`src/rtl/rd_data_ret_pkg.sv`:
```
// Shared definitions for the DDR2 read-return path: FSM state encoding,
// burst geometry and error-flag bit positions.
package rd_data_ret_pkg;

  // 4-bit encoding, same style as the command generator
  typedef enum logic [3:0] {
    IDLE      = 4'h0,
    WAIT_DATA = 4'h1,
    COLLECT   = 4'h2,
    ERR       = 4'hF
  } state_t;

  localparam int unsigned DEF_READ_BURST = 8;
  localparam int unsigned BEATS          = DEF_READ_BURST / 2;

  localparam int unsigned ERR_UNEXP_BIT = 0;
  localparam int unsigned ERR_OVF_BIT   = 1;

  // User-side beats per DDR burst
  function automatic int unsigned beats_of(input int unsigned read_burst);
    return read_burst / 2;
  endfunction

endpackage

```
`src/rtl/rd_credit_cnt.sv`:
```
// Read-command credit counter.
//   inc              : a read command was issued
//   dec              : a burst completed
//   outstanding      : commands in flight
//   outstanding_next : value after this cycle's inc/dec
//   inc_drop         : inc arrived at saturation and was ignored
module rd_credit_cnt
  import rd_data_ret_pkg::*;
#(
  parameter int unsigned MAX_OUTSTANDING = 8
) (
  input  logic       sys_clk,
  input  logic       reset,
  input  logic       inc,
  input  logic       dec,
  output logic [3:0] outstanding,
  output logic [3:0] outstanding_next,
  output logic       inc_drop
);

  localparam logic [3:0] MAX_CNT = 4'(MAX_OUTSTANDING);

  logic inc_eff;

  // A simultaneous completion frees a slot, so inc at saturation is only
  // dropped when no decrement happens in the same cycle.
  always_comb begin
    inc_drop         = inc && !dec && (outstanding == MAX_CNT);
    inc_eff          = inc && !inc_drop;
    outstanding_next = outstanding;
    if (inc_eff && !dec)
      outstanding_next = outstanding + 4'd1;
    else if (dec && !inc_eff)
      outstanding_next = outstanding - 4'd1;
  end

  always_ff @(posedge sys_clk or posedge reset) begin
    if (reset)
      outstanding <= '0;
    else
      outstanding <= outstanding_next;
  end

endmodule

```
`src/rtl/rd_data_ret.sv`:
```
// Read-return responder: grants read permission, tracks read commands in
// flight, collects returning beats per burst into the output FIFO and flags
// unexpected-data / overflow errors.
//   rd_en/rd_addr           : permission and next address for the cmd generator
//   out_fifo_wr/din         : output FIFO write, 1 cycle after the beat
//   burst_done              : with the write of the last beat of a burst
//   outstanding             : read commands in flight
//   err_unexpected/overflow : sticky error flags
module rd_data_ret
  import rd_data_ret_pkg::*;
#(
  parameter int unsigned DATA_WIDTH      = 64,
  parameter int unsigned READ_BURST      = DEF_READ_BURST,
  parameter int unsigned ADDR_WIDTH      = 31,
  parameter int unsigned MAX_OUTSTANDING = 8
) (
  input  logic                  sys_clk,
  input  logic                  reset,
  input  logic                  phy_init_done,
  input  logic                  rd_addr_en,
  input  logic                  app_rd_data_valid,
  input  logic [DATA_WIDTH-1:0] app_rd_data,
  input  logic                  out_fifo_full,
  input  logic                  out_fifo_prog_full,
  output logic                  rd_en,
  output logic [ADDR_WIDTH-1:0] rd_addr,
  output logic                  out_fifo_wr,
  output logic [DATA_WIDTH-1:0] out_fifo_din,
  output logic                  burst_done,
  output logic [3:0]            outstanding,
  output logic                  err_unexpected,
  output logic                  err_overflow
);

  localparam logic [2:0]            LAST_BEAT = 3'(beats_of(READ_BURST) - 1);
  localparam logic [3:0]            MAX_CNT   = 4'(MAX_OUTSTANDING);
  localparam logic [ADDR_WIDTH-1:0] ADDR_STEP = ADDR_WIDTH'(READ_BURST);

  state_t     state, state_next;
  logic [2:0] beat_cnt;
  logic [1:0] err_q;
  logic [3:0] outstanding_next;
  logic       in_err, cmd_inc, cmd_drop, accept, last_beat, burst_cmp;
  logic       unexp_now, ovf_now, err_now;

  rd_credit_cnt #(
    .MAX_OUTSTANDING(MAX_OUTSTANDING)
  ) u_credit (
    .sys_clk          (sys_clk),
    .reset            (reset),
    .inc              (cmd_inc),
    .dec              (burst_cmp),
    .outstanding      (outstanding),
    .outstanding_next (outstanding_next),
    .inc_drop         (cmd_drop)
  );

  always_comb begin
    in_err    = (state == ERR);
    cmd_inc   = rd_addr_en && !in_err;
    accept    = app_rd_data_valid && (outstanding != 4'd0) && !out_fifo_full && !in_err;
    last_beat = (beat_cnt == LAST_BEAT);
    burst_cmp = accept && last_beat;
    unexp_now = app_rd_data_valid && (outstanding == 4'd0);
    ovf_now   = (app_rd_data_valid && out_fifo_full) || cmd_drop;
    err_now   = unexp_now || ovf_now;
  end

  // Burst completion decides the next state directly, so a single-beat burst
  // (READ_BURST = 2) and back-to-back bursts need no extra state.
  always_comb begin
    state_next = state;
    if (state != ERR) begin
      if (accept)
        state_next = !last_beat                  ? COLLECT :
                     (outstanding_next == 4'd0)  ? IDLE    : WAIT_DATA;
      else if (state == IDLE && rd_addr_en && phy_init_done)
        state_next = WAIT_DATA;
    end
    if (err_now)
      state_next = ERR;
  end

  always_ff @(posedge sys_clk or posedge reset) begin
    if (reset) begin
      state        <= IDLE;
      beat_cnt     <= '0;
      err_q        <= '0;
      rd_en        <= 1'b0;
      rd_addr      <= '0;
      out_fifo_wr  <= 1'b0;
      out_fifo_din <= '0;
      burst_done   <= 1'b0;
    end else begin
      state       <= state_next;
      out_fifo_wr <= accept;
      burst_done  <= burst_cmp;
      if (accept) begin
        out_fifo_din <= app_rd_data;
        beat_cnt     <= last_beat ? 3'd0 : beat_cnt + 3'd1;
      end
      if (cmd_inc && !cmd_drop)
        rd_addr <= rd_addr + ADDR_STEP;
      if (unexp_now) err_q[ERR_UNEXP_BIT] <= 1'b1;
      if (ovf_now)   err_q[ERR_OVF_BIT]   <= 1'b1;
      rd_en <= phy_init_done && !out_fifo_prog_full && !in_err && !err_now
               && (outstanding_next < MAX_CNT);
    end
  end

  assign err_unexpected = err_q[ERR_UNEXP_BIT];
  assign err_overflow   = err_q[ERR_OVF_BIT];

endmodule

```
`config.mk`:
```
export PLATFORM = sky130hd
export DESIGN_NAME = rd_data_ret
export DESIGN_NICKNAME = d
export VERILOG_FILES = /design/src/rtl/rd_data_ret_pkg.sv /design/src/rtl/rd_credit_cnt.sv /design/src/rtl/rd_data_ret.sv
export SDC_FILE = /design/constraint.sdc
export NUM_CORES = 1
export LEC_CHECK = 0
export CORE_MARGIN = 3
export CORE_UTILIZATION = 39
export CTS_CLUSTER_SIZE = 24
export DETAILED_ROUTE_END_ITERATION = 8
export GPL_TIMING_DRIVEN = 1
export PLACE_DENSITY = 0.72
export SLEW_MARGIN = 0
export SYNTH_ARGS = -nofsm -noshare
export SYNTH_HDL_FRONTEND = slang
export SYNTH_HIERARCHICAL = 1
export SYNTH_SLANG_ARGS = --single-unit
```
`constraint.sdc`:
```
create_clock -name sys_clk -period 2.9 [get_ports sys_clk]
set_input_delay 0.29 -clock sys_clk [delete_from_list [all_inputs] [get_ports sys_clk]]
set_output_delay 0.29 -clock sys_clk [all_outputs]
set_load 0.02 [all_outputs]
```
### Word level (Yosys, flattened, before mapping)

Cells that the tools add are included.

| operators by class | value |
|---|---|
| add/sub/neg operators | 4 |
| multiply operators | 0 |
| divide/modulo/power cells | 0 |
| magnitude comparators | 1 |
| eq/ne operators | 4 |
| shift operators | 0 |
| multiplexer cells | 9 |
| bitwise logic cells | 0 |
| reductions and logical operators | 34 |

Operator list:

| cell | count |
|---|---|
| 31-bit by 4-bit adder with 31-bit output, second input constant | 1 |
| 4-bit 2-to-1 mux | 6 |
| 1-bit logical AND | 18 |
| 4-bit zero test | 3 |
| 4-bit == test, second input constant | 2 |
| 1-bit zero test | 7 |
| 4-bit by 1-bit adder with 4-bit output, second input constant | 1 |
| 4-bit < comparator, second input constant | 1 |
| 4-bit != test, second input constant | 1 |
| 4-bit nonzero test | 1 |
| 4-bit by 1-bit subtractor with 4-bit output, second input constant | 1 |
| 3-bit by 1-bit adder with 3-bit output, second input constant | 1 |
| 3-bit by 2-bit == test with 1-bit output, second input constant | 1 |
| 3-bit 2-to-1 mux | 1 |
| 3-bit nonzero test | 1 |
| 1-bit logical OR | 2 |
| 2-bit 2-to-1 mux | 1 |
| 2-bit AND reduction | 1 |
| 2-bit nonzero test | 1 |
| 1-bit 2-to-1 mux | 1 |

| word-level totals | value |
|---|---|
| register bits after elaboration | 111 |
| bits in latches | 0 |
| bits in writable memories | 0 |
| ROM bits | 0 |
| input port bits | 71 |
| output and inout bits | 104 |
| word-level logic and storage cells | 62 |
| memories | 0 |

### Logic depth before layout (Yosys ltp)

Gate-level depths: netlist of run 1.

| logic depth | value |
|---|---|
| word-level depth | 20 |
| mapped depth | 11 |
| gate-level depth less buffers | 9 |

### By module

The synthesis of run 1 kept the hierarchy.

By module, submodules not included:

| module | times used | cells each | area each (um^2) | seq. area each (um^2) |
|---|---|---|---|---|
| rd_data_ret | 1 | 281 | 4176.5 | 2577.5 |
| rd_credit_cnt | 1 | 31 | 309.0 | 100.1 |

### Least setup slack after synthesis of run 1

No wires, ideal clock.

| timing | value |
|---|---|
| path type | reg-to-reg |
| from | register state[2] |
| to | register rd_addr[27] |
| setup time | 0.130 ns |
| data arrival time | 2.773 ns |
| data required time | 2.770 ns |
| path slack | -0.002 ns |
| stages on the path, launching flop included | 12 |
| buffers on the path | 2 |
| clock period less this slack | 2.902 ns |
| cell sequence | dfrtp_1 > and3_1 > buf_2 > nor4b_4 > buf_6 > and3b_1 > and2b_4 > nor2b_1 > nand4b_2 > nor3_1 > nand4_1 > xnor2_1 |

| on the way | value |
|---|---|
| cells in the longest elaborated chain, start to end | 9 |
| elaborated cells between the ends (all ways) | 10 |
| classes of those cells | eq/ne: 1; reduce/logical: 9 |

Ends and longest elaborated chain:

| what | line | text |
|---|---|---|
| start: declaration | rd_data_ret.sv:39 | `state_t state, state_next;` |
| start signal: assignment | rd_data_ret.sv:95 | `state <= state_next;` |
| 4-bit == test | rd_data_ret.sv:59 | `in_err = (state == ERR);` |
| 1-bit zero test | rd_data_ret.sv:61 | `accept = app_rd_data_valid && (outstanding != 4'd0) && !out_fifo_full && !in_err;` |
| 1-bit logical AND | rd_data_ret.sv:61 |  |
| 1-bit logical AND | rd_data_ret.sv:63 | `burst_cmp = accept && last_beat;` |
| via burst_cmp | rd_data_ret.sv:43 | `logic in_err, cmd_inc, cmd_drop, accept, last_beat, burst_cmp;` |
| 1-bit zero test | rd_credit_cnt.sv:28 | `inc_drop = inc && !dec && (outstanding == MAX_CNT);` |
| 1-bit logical AND (2 in a row) | rd_credit_cnt.sv:28 |  |
| via cmd_drop | rd_data_ret.sv:43 |  |
| 1-bit zero test | rd_data_ret.sv:102 | `if (cmd_inc && !cmd_drop)` |
| 1-bit logical AND | rd_data_ret.sv:102 |  |
| end signal: assignment | rd_data_ret.sv:103 | `rd_addr <= rd_addr + ADDR_STEP;` |
| end: declaration | rd_data_ret.sv:26 | `output logic [ADDR_WIDTH-1:0] rd_addr,` |

The timed path passes the listed nets, and every way through them passes these cells.
A chain may end at the register's enable or synchronous reset.

### Worst setup path after layout of run 1

| timing | value |
|---|---|
| from | register state[2] |
| to | register rd_addr[14] |

The elaborated chain is that of the path after synthesis.

==> results of run 1 <==
## cells by family (layout without fill, tap and decap cells)
family / count (synthesis) / in the layout / share of synthesized area
simple gates: 72 / 72 / 0.110
fa+ha+maj: 4 / 4 / 0.0112
flops: 107 / 107 / 0.597
xor+xnor: 29 / 29 / 0.0566
buf+inv: 17 / 202 / 0.0290
compound gates: 15 / 15 / 0.0271
mux: 67 / 67 / 0.168
other cells: 1 / 3 / 0.000836
## flip-flops by register name, summed over array words and instances, names as in the netlist
| signal | count |
|---|---|
| beat_cnt | 3 |
| out_fifo_din | 64 |
| err_q | 2 |
| state | 3 |
| burst_done | 1 |
| rd_addr | 28 |
| out_fifo_wr | 1 |
| u_credit/outstanding | 4 |
| rd_en | 1 |
## layer usage
| layer | vias to the layer above | part of all wire | routed length [um] |
|---|---|---|---|
| li1 | 1459 | - | - |
| met1 | 1547 | 0.41 | 4220 |
| met2 | 104 | 0.52 | 5370 |
| met3 | 13 | 0.052 | 536 |
| met4 | 0 | 0.019 | 195 |
| met5 | - | 0 | 0 |
## final timing paths
check / endpoint / slack (ns) / cells past startpoint
min reg2reg: err_q[0] / 0.47 / 1
max reg2reg: rd_addr[14] / 0.13 / 9
min: u_credit/outstanding[3] / 0.24 / 2
min in group sys_clk: err_q[0] / 0.47 / 1
max in group asynchronous: out_fifo_din[56] / 2.03 / 3
max: rd_addr[14] / 0.13 / 9
## layout by cell type, fill, tap and decap left out, types with 3 or more instances in the layout
cell | Yosys | routed
nor2_1 | 6 | 6
and4_1 | 3 | 3
nand3_1 | 15 | 15
nand4_1 | 8 | 8
nand2_1 | 13 | 13
xor2_1 | 3 | 3
buf_4 | 3 | 10
conb_1 | 1 | 3
and3_1 | 5 | 5
mux2_1 | 52 | 52
dfrtp_1 | 107 | 107
mux2_2 | 14 | 14
inv_1 | 5 | 4
clkbuf_16 | 0 | 9
ha_1 | 4 | 4
xnor2_1 | 26 | 26
clkdlybuf4s50_1 | 0 | 171
## power by group
part / switching (mW) / total, mW / internal [mW]
sequential: 0.278 / 2.26 / 1.98
combinational: 1.20 / 2.49 / 1.30
clock: 0.511 / 1.31 / 0.803
total: 1.99 / 6.07 / 4.08
## what timing repair did
action,4_1_cts,5_1_grt
resized for setup,0,1
endpoints found under the hold margin,0,0
setup endpoints to repair,0,13
## cell type report
cell class              instances  area (um2)
inverters                       5        22.5
well taps                     140         175
fillers                       913        4340
clock inverters                 4        72.6
multi-input cells             190        1700
flip-flops and latches        107        2680
clock buffers                  12         256
repair buffers                181        1790
## worst reg2reg max path: stages (launching register included)
cell      delay (ns)
dfrtp_1         0.40
and3_1          0.23
nor4b_4         0.28
and3b_1         0.21
and2b_4         0.22
nor2b_1         0.17
nand4b_2        0.32
nor4_2          0.53
nand3_1         0.16
xnor2_1         0.14
## per-stage QoR
stage | setup TNS, ns | worst slack, ns | instance area, um2
global placement | 0 | 0.0443 | 6350
CTS | 0 | 0.0895 | 6680
floorplan | 0 | 0.000306 | 4500
detailed placement | -0.282 | -0.0440 | 6350
global route | -0.645 | -0.107 | 6690
finish | 0 | 0.135 | 6690
==> flow_summary.ini, run 1 <==
[run_status]
outcome = finished clean

[clock_network]
post_cts_buffers = 0
cts-htree-levels = 3
clk_pin_slew_ns = 0.07
cts.path.max_buffers = 2
clk_latency_ns = 0.34
tritoncts = done
numClockSinks = 107
numCtsBuffers = 9
hold_buffers = 0
cts_root_buffer = clkbuf_16

[yosys]
synth.most_common_cell = dfrtp_1
synth-seq-area-share = 0.597
synthArstFlopShare = 1.00
synth.largest_area_cell = dfrtp_1
syn_avg_cell_area_um2 = 14.4
ys_types = 47
yosys_warnings = 6
synth-seq-cells = 107
synth_commonest_cells = 107 x dfrtp_1, 52 x mux2_1, 26 x xnor2_1
synthesis.area_mm2 = 0.00449
synthTopCellsByArea = dfrtp_1 60%, mux2_1 13%, xnor2_1 5.1%, mux2_2 3.5%, buf_6 1.8%
netlist_instances = 312
yosysTopAreaCellShare = 0.597
ys.flop_type = dfrtp_1
synth_edf_count = 0

[sta]
hold_viol = 0
max_slew_margin = 0.386
skew_ns = 0.00894
post-route-period-util = 0.954
setup_viol = 0
rsz0062_at_grt = yes
fin_crit_ns = 2.77
whs_ns = 0.236
worst_pin_slew_ns = 0.921
slew_viol_final = 0
max_freq_mhz = 362

[critical_path]
worst-endpoint-required_ns = 3.12
cp-start-kind = flop
path_cells = and3_1, nor4b_4, and3b_1, and2b_4, nor2b_1, nand4b_2, nor4_2, nand3_1, xnor2_1
worstPathMaxFanout = 6
critPathSlowestCell = nor4_2
r2r-start = state[2]
crit_path_end_kind = flop
critical-path-top-delay-family = simple AND/OR/NAND/NOR gates
cp_num_buf_inv = 0
crit_start = state[2]
slowest_delay_ns = 0.53
crit_arrival_ns = 2.99
path_class = reg2reg

[place]
finalWeightedCongestion = 0.836
port_buffers = 171
hpwl_um = 7830
dp_cells = 623

[die]
die_area_mm2 = 0.0128
fp-row-count = 38
start_util = 0.407
ios = 175
die_y_um = 113
die_w_um = 113
coreArea_mm2 = 0.0110

[finish]
drive_gt1_frac = 0.110
utilization = 0.606
final_cells = 639
fin_nets = 569
area_delta_synth_final_pct = 49.1
diodes = 0

[detailed_routing]
firstDrtPassIters = 4
drt_iter0_drc = 110
ant_nets = 0
vias = 3123
via_per_inst = 4.89
drcViolationCount = 0
drt-total-wl_um = 10300
wl_per_cell_um = 16.2

[global_routing]
grt_use_met3 = 0.0283
use_met2 = 0.291
antenna_found_initial = 0
top_usage_layer = met2
grt_util_met1 = 0.207
grt_first_pass_wirelength_um = 17100
grt_max_degree = 74
grt_usage = 0.167
overflow = 0
grt_pass1_vias = 3324

[job]
drv_cap = 0

[pwr]
power_density_mw_per_mm2 = 908
ir_drop_mv = 0.530
finalPower_mw = 6.07
power.leakage_nw = 2.88

[worst_hold_path]
hp-class = in2async
No activity file was read; power rests on OpenSTA's default activity.
==> run 2, diff against run 1 <==
--- a/config.mk
+++ b/config.mk
@@ -6,11 +6,12 @@
 export NUM_CORES = 1
 export LEC_CHECK = 0
 export CORE_MARGIN = 3
-export CORE_UTILIZATION = 39
+export CORE_UTILIZATION = 41
+export CTS_BUF_LIST = sky130_fd_sc_hd__clkbuf_4 sky130_fd_sc_hd__clkbuf_8
 export CTS_CLUSTER_SIZE = 24
 export DETAILED_ROUTE_END_ITERATION = 8
 export GPL_TIMING_DRIVEN = 1
-export PLACE_DENSITY = 0.72
+export PLACE_DENSITY = 0.75
 export SLEW_MARGIN = 0
 export SYNTH_ARGS = -nofsm -noshare
 export SYNTH_HDL_FRONTEND = slang
==> run 2 against run 1 <==
Net effect:
- total power fell by 8.0%
- largest power group unchanged
- final cell count fell by 0.94%
- critical path type unchanged
- fmax rose by 2.0%
==> flow_summary.ini, run 2 (synthesis results as in run 1) <==
[finish]
layout_commonest_cell = clkdlybuf4s50_1
diodes = 0
final_cell_mix = 171 x clkdlybuf4s50_1, 107 x dfrtp_1, 52 x mux2_1, 26 x xnor2_1, 15 x nand3_1
fin_nets = 567
largest-register = out_fifo_din
top_regs = out_fifo_din: 64 flops, rd_addr: 28 flops, u_credit/outstanding: 4 flops
largest_register_ffs = 64
final_cells = 633
area_delta_synth_final_pct = 45.8
drive_gt1_frac = 0.109

[critical_path]
slowest_delay_ns = 0.41
crit_path_end_kind = flop
critPathSlowestCell = dfrtp_1
worst-endpoint-required_ns = 3.12
cp-start-kind = flop
path_class = reg2reg
worstPathMaxFanout = 6
path_cells = and3_1, nor4b_4, and3b_1, and2b_4, nor2b_1, nand4b_2, nor4_2, buf_4, nand3_1, xnor2_1
crit_arrival_ns = 2.94

[clock_network]
tritoncts = done
cts_resized = 0
numCtsBuffers = 9
clk_latency_ns = 0.35
hold_buffers = 0
post_cts_buffers = 0
cts-htree-levels = 3
cts.path.max_buffers = 2
numClockSinks = 107
cts_root_buffer = clkbuf_8
clk_pin_slew_ns = 0.10

[detailed_routing]
vias = 3114
wl_per_cell_um = 16.3
ant_nets = 0
drt_iter0_drc = 112
drcViolationCount = 0
drt-total-wl_um = 10300
firstDrtPassIters = 4
via_per_inst = 4.92

[die]
coreArea_mm2 = 0.0105
ios = 175
start_util = 0.429
die_y_um = 111
fp-row-count = 37
die_area_mm2 = 0.0122
die_w_um = 111

[sta]
worst_slack_ns = 0.189
slew_viol_final = 0
hold_viol = 0
max_freq_mhz = 369
post-route-period-util = 0.935
max_slew_margin = 0.385
worst_pin_slew_ns = 0.923
rsz0062_at_grt = no
setup_viol = 0
skew_ns = 0.0159
fin_crit_ns = 2.71

[global_routing]
antenna_found_initial = 0
overflow = 0
grt_usage = 0.172
grt_first_pass_wirelength_um = 17200
grt_max_degree = 90
grt_pass1_vias = 3262

[pwr]
power.leakage_nw = 2.83
power_density_mw_per_mm2 = 854
ir_drop_mv = 0.514

[job]
drv_cap = 0

[place]
place_ws_ns = -0.0446
finalWeightedCongestion = 0.819
hpwl_um = 7810
dp_cells = 617
port_buffers = 171

[run_status]
outcome = finished clean

[worst_hold_path]
hp-class = in2async
[run 2: changes by cell type in the layout (fill, tap and decap cells not counted), sizes merged]
cell / delta
clkinv: +3
buf: -2
bufinv: -2
clkbuf: -2
inv: +2
clkinvlp: -1
[run 2: cell type report]
| cell class | instances | area (um2) |
|---|---|---|
| clock buffers | 10 | 131 |
| clock inverters | 6 | 48.8 |
| fillers | 863 | 3920 |
| inverters | 5 | 22.5 |
| multi-input cells | 190 | 1710 |
| flip-flops and latches | 107 | 2680 |
| well taps | 136 | 170 |
| repair buffers | 179 | 1780 |
[run 2: where the power goes]
group	internal, mW	switching, mW	leakage (nW)	total (mW)
logic	1.29	1.18	1.38	2.47
clock network	0.333	0.508	0.0946	0.841
registers	1.98	0.295	1.35	2.27
total	3.60	1.99	2.83	5.59
[run 2: worst paths after layout]
check | start | depth (start not counted) | to | slack [ns]
worst max-delay path | state[2] | 10 | rd_addr[14] | 0.19
worst min-delay path | reset | 2 | u_credit/outstanding[1] | 0.20
worst max register to register | state[2] | 10 | rd_addr[14] | 0.19
worst min register to register | err_q[1] | 1 | err_q[1] | 0.48
max in group asynchronous | reset | 3 | out_fifo_din[61] | 1.84
min in group sys_clk | err_q[1] | 1 | err_q[1] | 0.48
[run 2: layer usage]
layer	wire length, um	track usage	vias to the layer above
li1	-	-	1454
met1	4320	0.213	1558
met2	5460	0.307	96
met5	0	0	-
met4	76	0.0443	0
met3	435	0.0351	6
[run 2: per-stage QoR]
step	TNS, ns	hold slack, ns	utilization	cell area (um2)	total power, mW
2_1_floorplan	0	0.0561	-	4500	3.53
5_1_grt	0	0.201	0.625	6540	5.91
3_3_place_gp	-0.0122	0.443	0.606	6340	4.74
6_report	0	0.200	0.625	6540	5.59
3_5_place_dp	-0.152	0.459	0.606	6340	4.81
4_1_cts	0	0.181	0.624	6530	5.67
[run 2: critical path: cells and delay by family (launching register included)]
kind / cells / cell delay, ns
buffers and inverters: 1 / 0.18
AND/OR/NAND/NOR: 8 / 1.85
XOR/XNOR: 1 / 0.15
flip-flops: 1 / 0.41
